File: config.mk
export PLATFORM = sky130hd
export DESIGN_NAME = mem_arbiter
export DESIGN_NICKNAME = d
export VERILOG_FILES = /design/src/rtl/mem_arbiter.sv
export SDC_FILE = /design/constraint.sdc
export NUM_CORES = 1
export LEC_CHECK = 0
export CORE_AREA = 5 5 117 119
export DETAILED_ROUTE_END_ITERATION = 10
export DIE_AREA = 0 0 122 124
export DONT_BUFFER_PORTS = 1
export PLACE_DENSITY = 0.61
export SLEW_MARGIN = 10
export SYNTH_ARGS = -nofsm -noshare
export SYNTH_HDL_FRONTEND = slang
export SYNTH_SLANG_ARGS = --single-unit
export TNS_END_PERCENT = 30
File: constraint.sdc
create_clock -name i_clk -period 2.05 [get_ports i_clk]
set_input_delay 0.205 -clock i_clk [delete_from_list [all_inputs] [get_ports i_clk]]
set_output_delay 0.205 -clock i_clk [all_outputs]
set_load 0.01 [all_outputs]
File: src/rtl/mem_arbiter.sv
// Two-requester arbiter/sequencer for the shared memory data port.
// One access per grant: IDLE/RESP arbitrate -> ACCESS drives memory -> RESP returns the response.
module mem_arbiter #(
  parameter bit FIXED_PRIO = 1'b0
) (
  input  logic        i_clk,
  input  logic        i_rst_n,
  input  logic        i_m0_req,
  input  logic [2:0]  i_m0_we,
  input  logic [31:0] i_m0_addr,
  input  logic [31:0] i_m0_wdata,
  input  logic        i_m1_req,
  input  logic [2:0]  i_m1_we,
  input  logic [31:0] i_m1_addr,
  input  logic [31:0] i_m1_wdata,
  output logic        o_m0_gnt,
  output logic        o_m0_rvalid,
  output logic        o_m0_err,
  output logic [31:0] o_m0_rdata,
  output logic        o_m1_gnt,
  output logic        o_m1_rvalid,
  output logic        o_m1_err,
  output logic [31:0] o_m1_rdata,
  output logic [2:0]  o_mem_we,
  output logic [31:0] o_mem_addr,
  output logic [31:0] o_mem_wdata,
  input  logic [31:0] i_mem_rdata
);

  typedef enum logic [1:0] {IDLE, ACCESS, RESP} state_t;

  state_t      r_state;
  logic        r_last;
  logic        r_id;
  logic        r_err;
  logic        r_wr;
  logic [1:0]  r_gnt;
  logic [1:0]  r_rvalid;
  logic [31:0] r_rdata;
  logic [2:0]  r_mem_we;
  logic [31:0] r_mem_addr;
  logic [31:0] r_mem_wdata;

  logic        w_any;
  logic        w_win;
  logic [2:0]  w_we;
  logic [31:0] w_addr;
  logic [31:0] w_wdata;
  logic        w_err;

  always_comb begin
    w_any = i_m0_req | i_m1_req;
    if (i_m0_req && i_m1_req) w_win = FIXED_PRIO ? 1'b0 : ~r_last;
    else                      w_win = ~i_m0_req;
    w_we    = w_win ? i_m1_we    : i_m0_we;
    w_addr  = w_win ? i_m1_addr  : i_m0_addr;
    w_wdata = w_win ? i_m1_wdata : i_m0_wdata;
    // A read carries no size, so alignment is only checkable on writes.
    w_err = (w_addr[31:28] > 4'd2)
          | ((w_we & (w_we - 3'd1)) != 3'd0)
          | ((w_we == 3'b001) && (w_addr[1:0] != 2'd0))
          | ((w_we == 3'b010) && w_addr[0])
          | ((w_we != 3'd0) && (w_addr[31:28] == 4'd0));
  end

  always_ff @(posedge i_clk or negedge i_rst_n) begin
    if (!i_rst_n) begin
      r_state     <= IDLE;
      r_last      <= 1'b1;
      r_id        <= 1'b0;
      r_err       <= 1'b0;
      r_wr        <= 1'b0;
      r_gnt       <= 2'b00;
      r_rvalid    <= 2'b00;
      r_rdata     <= '0;
      r_mem_we    <= '0;
      r_mem_addr  <= '0;
      r_mem_wdata <= '0;
    end else begin
      r_gnt    <= 2'b00;
      r_rvalid <= 2'b00;
      case (r_state)
        IDLE, RESP: begin
          if (w_any) begin
            r_state       <= ACCESS;
            r_id          <= w_win;
            r_last        <= w_win;
            r_gnt[w_win]  <= 1'b1;
            r_err         <= w_err;
            r_wr          <= (w_we != 3'd0);
            r_mem_we      <= w_err ? 3'd0 : w_we;
            r_mem_addr    <= w_addr;
            r_mem_wdata   <= w_wdata;
          end else begin
            r_state <= IDLE;
          end
        end
        ACCESS: begin
          r_state        <= RESP;
          r_mem_we       <= 3'd0;
          r_rdata        <= (r_err || r_wr) ? 32'd0 : i_mem_rdata;
          r_rvalid[r_id] <= 1'b1;
        end
        default: r_state <= IDLE;
      endcase
    end
  end

  assign o_m0_gnt    = r_gnt[0];
  assign o_m1_gnt    = r_gnt[1];
  assign o_m0_rvalid = r_rvalid[0];
  assign o_m1_rvalid = r_rvalid[1];
  assign o_m0_err    = r_rvalid[0] & r_err;
  assign o_m1_err    = r_rvalid[1] & r_err;
  assign o_m0_rdata  = r_rvalid[0] ? r_rdata : 32'd0;
  assign o_m1_rdata  = r_rvalid[1] ? r_rdata : 32'd0;
  assign o_mem_we    = r_mem_we;
  assign o_mem_addr  = r_mem_addr;
  assign o_mem_wdata = r_mem_wdata;

endmodule
* Word level (Yosys, flattened, before mapping)
Index checks and enable logic that the tools add are counted.
** Storage, ports and cells
- Flip-flop bits (word level) :: 109
- Logic and storage cells :: 67
** Cells by class
- Add/subtract/negate cells :: 1
- $lt $le $gt $ge :: 5
- Equal/unequal tests :: 5
- Muxes and demuxes :: 19
- Bitwise operators :: 10
- Reductions and logical operators :: 16
** Operators by type and width (count)
- $mux W32 :: 5
- $mux W3 :: 3
- $logic_and A1 B1 Y1 :: 6
- $mux W2 :: 3
- $pmux W3 S2 :: 1
- $reduce_bool A3 Y1 :: 2
- $or A1 B1 Y1 :: 5
- $gt A4 B2 Y1 const B :: 1
- $logic_not A4 Y1 :: 1
- $lt A1 B2 Y1 const B :: 2
- $mux W1 :: 4
- $pmux W2 S2 :: 1
- $reduce_and A2 Y1 :: 2
- $reduce_bool A2 Y1 :: 2
- $and A3 B3 Y3 :: 1
- $eq A3 B1 Y1 const B :: 1
- $eq A3 B2 Y1 const B :: 1
- $sub A3 B1 Y3 const B :: 1
- $and A1 B1 Y1 :: 2
- $demux W1 S1 :: 2
- $eq A2 B1 Y1 const B :: 1
- $eq A2 B2 Y1 const B :: 1
- $ge A1 B1 Y1 const B :: 2
- $logic_not A2 Y1 :: 1
- 4 further kinds :: 5

* Longest topological paths before layout
- Word-level depth :: 13
- Depth in mapped cells :: 7

* Worst setup path before layout
OpenSTA, ideal clock, no wires.
- Kind :: register to register
- Start :: register r_last
- End :: register r_err
- Arrival :: 1.374 ns
- Setup slack :: 0.550 ns
- Cell stages (with the launch flop) :: 5
- Clock period less this slack :: 1.500 ns
- Cell sequence :: dfstp_2 > nand2b_2 > nand2_4 > mux2_4 > o32a_1
** Between the ends
- Longest elaborated chain between the ends :: 10
** Ends and longest elaborated chain
- from (decl) :: RTL line 33 : logic r_last;
- from (signal assigned) :: RTL line 87 : r_last <= w_win;
- $not A1 Y1 * :: RTL line 53 : if (i_m0_req && i_m1_req) w_win = FIXED_PRIO ? 1'b0 : ~r_last;
- $mux W1 * :: RTL line 53
- $mux W3 :: RTL line 55 : w_we = w_win ? i_m1_we : i_m0_we;
- $sub A3 B1 Y3 :: RTL line 60 : | ((w_we & (w_we - 3'd1)) != 3'd0)
- $and A3 B3 Y3 :: RTL line 60
- $reduce_bool A3 Y1 :: RTL line 60
- $or A1 B1 Y1 :: RTL line 60
- $or A1 B1 Y1 :: RTL line 61 : | ((w_we == 3'b001) && (w_addr[1:0] != 2'd0))
- $or A1 B1 Y1 :: RTL line 62 : | ((w_we == 3'b010) && w_addr[0])
- $or A1 B1 Y1 * :: RTL line 63 : | ((w_we != 3'd0) && (w_addr[31:28] == 4'd0));
- to (signal assigned) :: RTL line 89 : r_err <= w_err;
- to (decl) :: RTL line 35 : logic r_err;
Mark *: on every way between the ends. The rest lies on a longest branch, timed or not.
A chain may end at the register's enable or synchronous reset.

* Worst setup path in the final report
- Start :: register r_last
- End :: register r_mem_we[1] (netlist: o_mem_we[1])
** Between the ends
- Longest elaborated chain between the ends :: 13
** Ends and longest elaborated chain
- $not A1 Y1 * :: RTL line 53
- $mux W1 * :: RTL line 53
- $mux W3 :: RTL line 55
- $sub A3 B1 Y3 :: RTL line 60
- $and A3 B3 Y3 :: RTL line 60
- $reduce_bool A3 Y1 :: RTL line 60
- $or A1 B1 Y1 :: RTL line 60
- $or A1 B1 Y1 :: RTL line 61
- $or A1 B1 Y1 :: RTL line 62
- $or A1 B1 Y1 :: RTL line 63
- $mux W3 * :: RTL line 91 : r_mem_we <= w_err ? 3'd0 : w_we;
- $mux W3 * :: RTL line 84 : if (w_any) begin
- $pmux W3 S2 * :: RTL line 82 : case (r_state)
- to (signal assigned) :: RTL line 91
- to (decl) :: RTL line 40 : logic [2:0] r_mem_we;
Mark *: on every way between the ends. The rest lies on a longest branch, timed or not. The select of a mux whose other input is x is not followed.

==> out/qor.txt <==
CTS tree - built
Die Wd - 122 um
DRC Markers - 0
total die area - 15100 um^2
Inst Count DP - 627
setup TNS - 0 ps
met3 Resource Use GR - 7.13%
layout cell share with drive strength beyond 1 - 7.19%
RSZ-0062 raised after global routing - no
dpl hpwl - 10.7 mm
final core area utilization - 47.1%
Mapped Area - 5130 um^2
Critical Path Source Type - register
CTS buffer count - 9
routed len/inst - 21.1 um
VDD IR max - 0.403 mV
htree depth - 3
Finished Layout Cells - 673
CP cell instances - nand2b_2 > nand2_4 > mux2_4 > o41ai_1
Syn Inst Count - 479
Site Rows - 41
Critical Path RT - 2270 ps
CP Max Fanout - 17
kind of end point of the critical path - register
CTS sink cnt - 109
Overall Power - 5360 uW
CP Data Arrival Time - 1980 ps
Worst-Margin Slew - 771 ps
multiplexer share of the synthesized area - 13.6%
first-pass GRT wire length - 20.8 mm
failing checks - hold timing
vias post-DR - 3589
status - complete, but fails checks
Power Dens Cells - 914 nW/um^2
vias in the first global route - 3748
commonest cells after routing, fill and taps aside - dfrtp_1 (108), mux2i_1 (67), and2_1 (66)
largest family of logic cells by synthesized area - simple AND/OR/NAND/NOR gates
largest net degree at the start of global routing - 110
antenna-violating nets left - 0
cell family with the largest share of critical-path delay - flip-flops
global-route met2 utilization - 32.2%
Starting Density - 41.1%
vias per cell - 5.33
final hold slack - -444 ps
adder-cell share of the synthesized area - 0%
global placer's final weighted congestion - 0.750
io pins - 307
Crit-path slowest cell - dfstp_2
Crit Path Category - register to register
Final period util - 85.7%
gr usage total - 18.0%
Leakage Power - 0.00280 uW
GRT busiest layer - met2
max-slew violations - 0
asr flop ratio synth - 100%
clock skew - 7.49 ps
Seq cells post-synth - 109
total wire length - 14.2 mm
Congestion Overflow GR - 0
clock slew at reported path FFs - 70 ps
Synthesized Nets - 649
initial drt markers - 121
Synth Area per Inst - 10.7 um^2
Tmin final - 1760 ps
post-CTS setup repair buffer count - 0
DP Worst Slack - 308 ps
met1 usage - 19.5%
sequential fraction of the synthesis area - 53.2%
Hold-fix buffers, CTS - 31
fmax - 0.569 GHz
clock root buffer master - clkbuf_16
max-cap violations - 0
PortBufs - 0
ant diodes - 0
Die H - 124 um
Hold Path Class - input pin to async pin
initial antenna violation count - 0
final setup margin - 292 ps
XOR/XNOR share of the synthesized area - 0%
dominant synthesized flop cell - dfrtp_1
Final setup viols - 0
clk_lat worst skew - 340 ps
core area - 12500 um^2
final-report hold violation count - 109
Final nets - 667
Synth Area in Simple Gates - 15.0%
Synth Warn # - 0
commonest non-fill, non-tap cell in the layout - dfrtp_1
post-cts resize count - 0
DR pass1 iterations - 5
post-synthesis compound-gate area fraction - 14.1%
synth unique cells - 33
Buf/Inv on CP - 0
CP max stage delay - 550 ps
clk buf depth - 2
Max-slew headroom - 48.6%
EDFF count, synth - 0
area growth from synthesis to layout - 14.4%
sequential cells by signal (all words and copies together), names as in the netlist:
name and cells:
o_mem_wdata 32, o_mem_we 3, r_gnt 2, r_rvalid 2
r_rdata 32, o_mem_addr 32, r_err 1, r_id 1
r_wr 1, r_state 2, r_last 1
synthesized netlist by cell type, types with 2 or more instances:
master | n | share of area [%]
inv_1 | 3 | 0.22
nor2b_1 | 2 | 0.24
o22ai_1 | 2 | 0.24
nor3_2 | 3 | 0.59
clkbuf_1 | 17 | 1.2
buf_6 | 5 | 1.1
mux2i_1 | 67 | 13
dfrtp_1 | 108 | 53
buf_2 | 12 | 1.2
and2_1 | 66 | 8.1
o21ai_1 | 64 | 6.2
o21ai_0 | 2 | 0.20
o41ai_1 | 3 | 0.51
nor2_1 | 7 | 0.51
a21oi_1 | 3 | 0.29
nand3_1 | 3 | 0.29
a22o_1 | 32 | 5.5
nand2_1 | 64 | 4.7
o311ai_1 | 2 | 0.34
path summary, 6_finish.rpt:
path | from | to | slack (ps) | depth (start not counted)
setup / recovery | r_last | o_mem_we[1] | 290 | 4
hold / removal | i_rst_n | r_rdata[25] | -440 | 0
setup reg to reg | r_last | o_mem_we[1] | 290 | 4
hold reg to reg | r_id | r_rvalid[0] | 430 | 1
max in group asynchronous | i_rst_n | r_last | 2290 | 0
min in group i_clk | i_mem_rdata[1] | r_rdata[1] | 30 | 1
cell type report:
cell class                      instances  area, um^2
Fill cell                            1163        6600
Inverter                                4        15.0
Clock inverter                          3        43.8
Sequential cell                       109        2730
Clock buffer                           12         256
Timing Repair Buffer                   42         405
Tap cell                              172         215
Multi-Input combinational cell        331        2200
metrics by stage:
step                      area, um^2  hold slack (ps)
after detailed placement        5260            -86.8
after floorplan                 5130            -90.6
after global placement          5260            -86.4
after global routing            5870             -473
final                           5870             -444
after CTS                       5870             -463
power by group:
group          internal, uW  total (uW)  switching [uW]
registers              2460        2860             405
logic                   334         742             408
clock network          1010        1760             745
routing by layer:
metal | share of wire, % | routed length [um]
met2 | 50 | 7150
met5 | 0 | 0
met4 | 1.5 | 208
met3 | 12 | 1680
met1 | 36 | 5160
kinds of logic after synthesis:
family / count (synthesis)
multiplexers: 69
buffers and inverters: 39
AND/OR/NAND/NOR: 149
AO/OA/AOI/OAI: 113
flip-flops: 109
No activity file was read; power rests on OpenSTA's default activity.
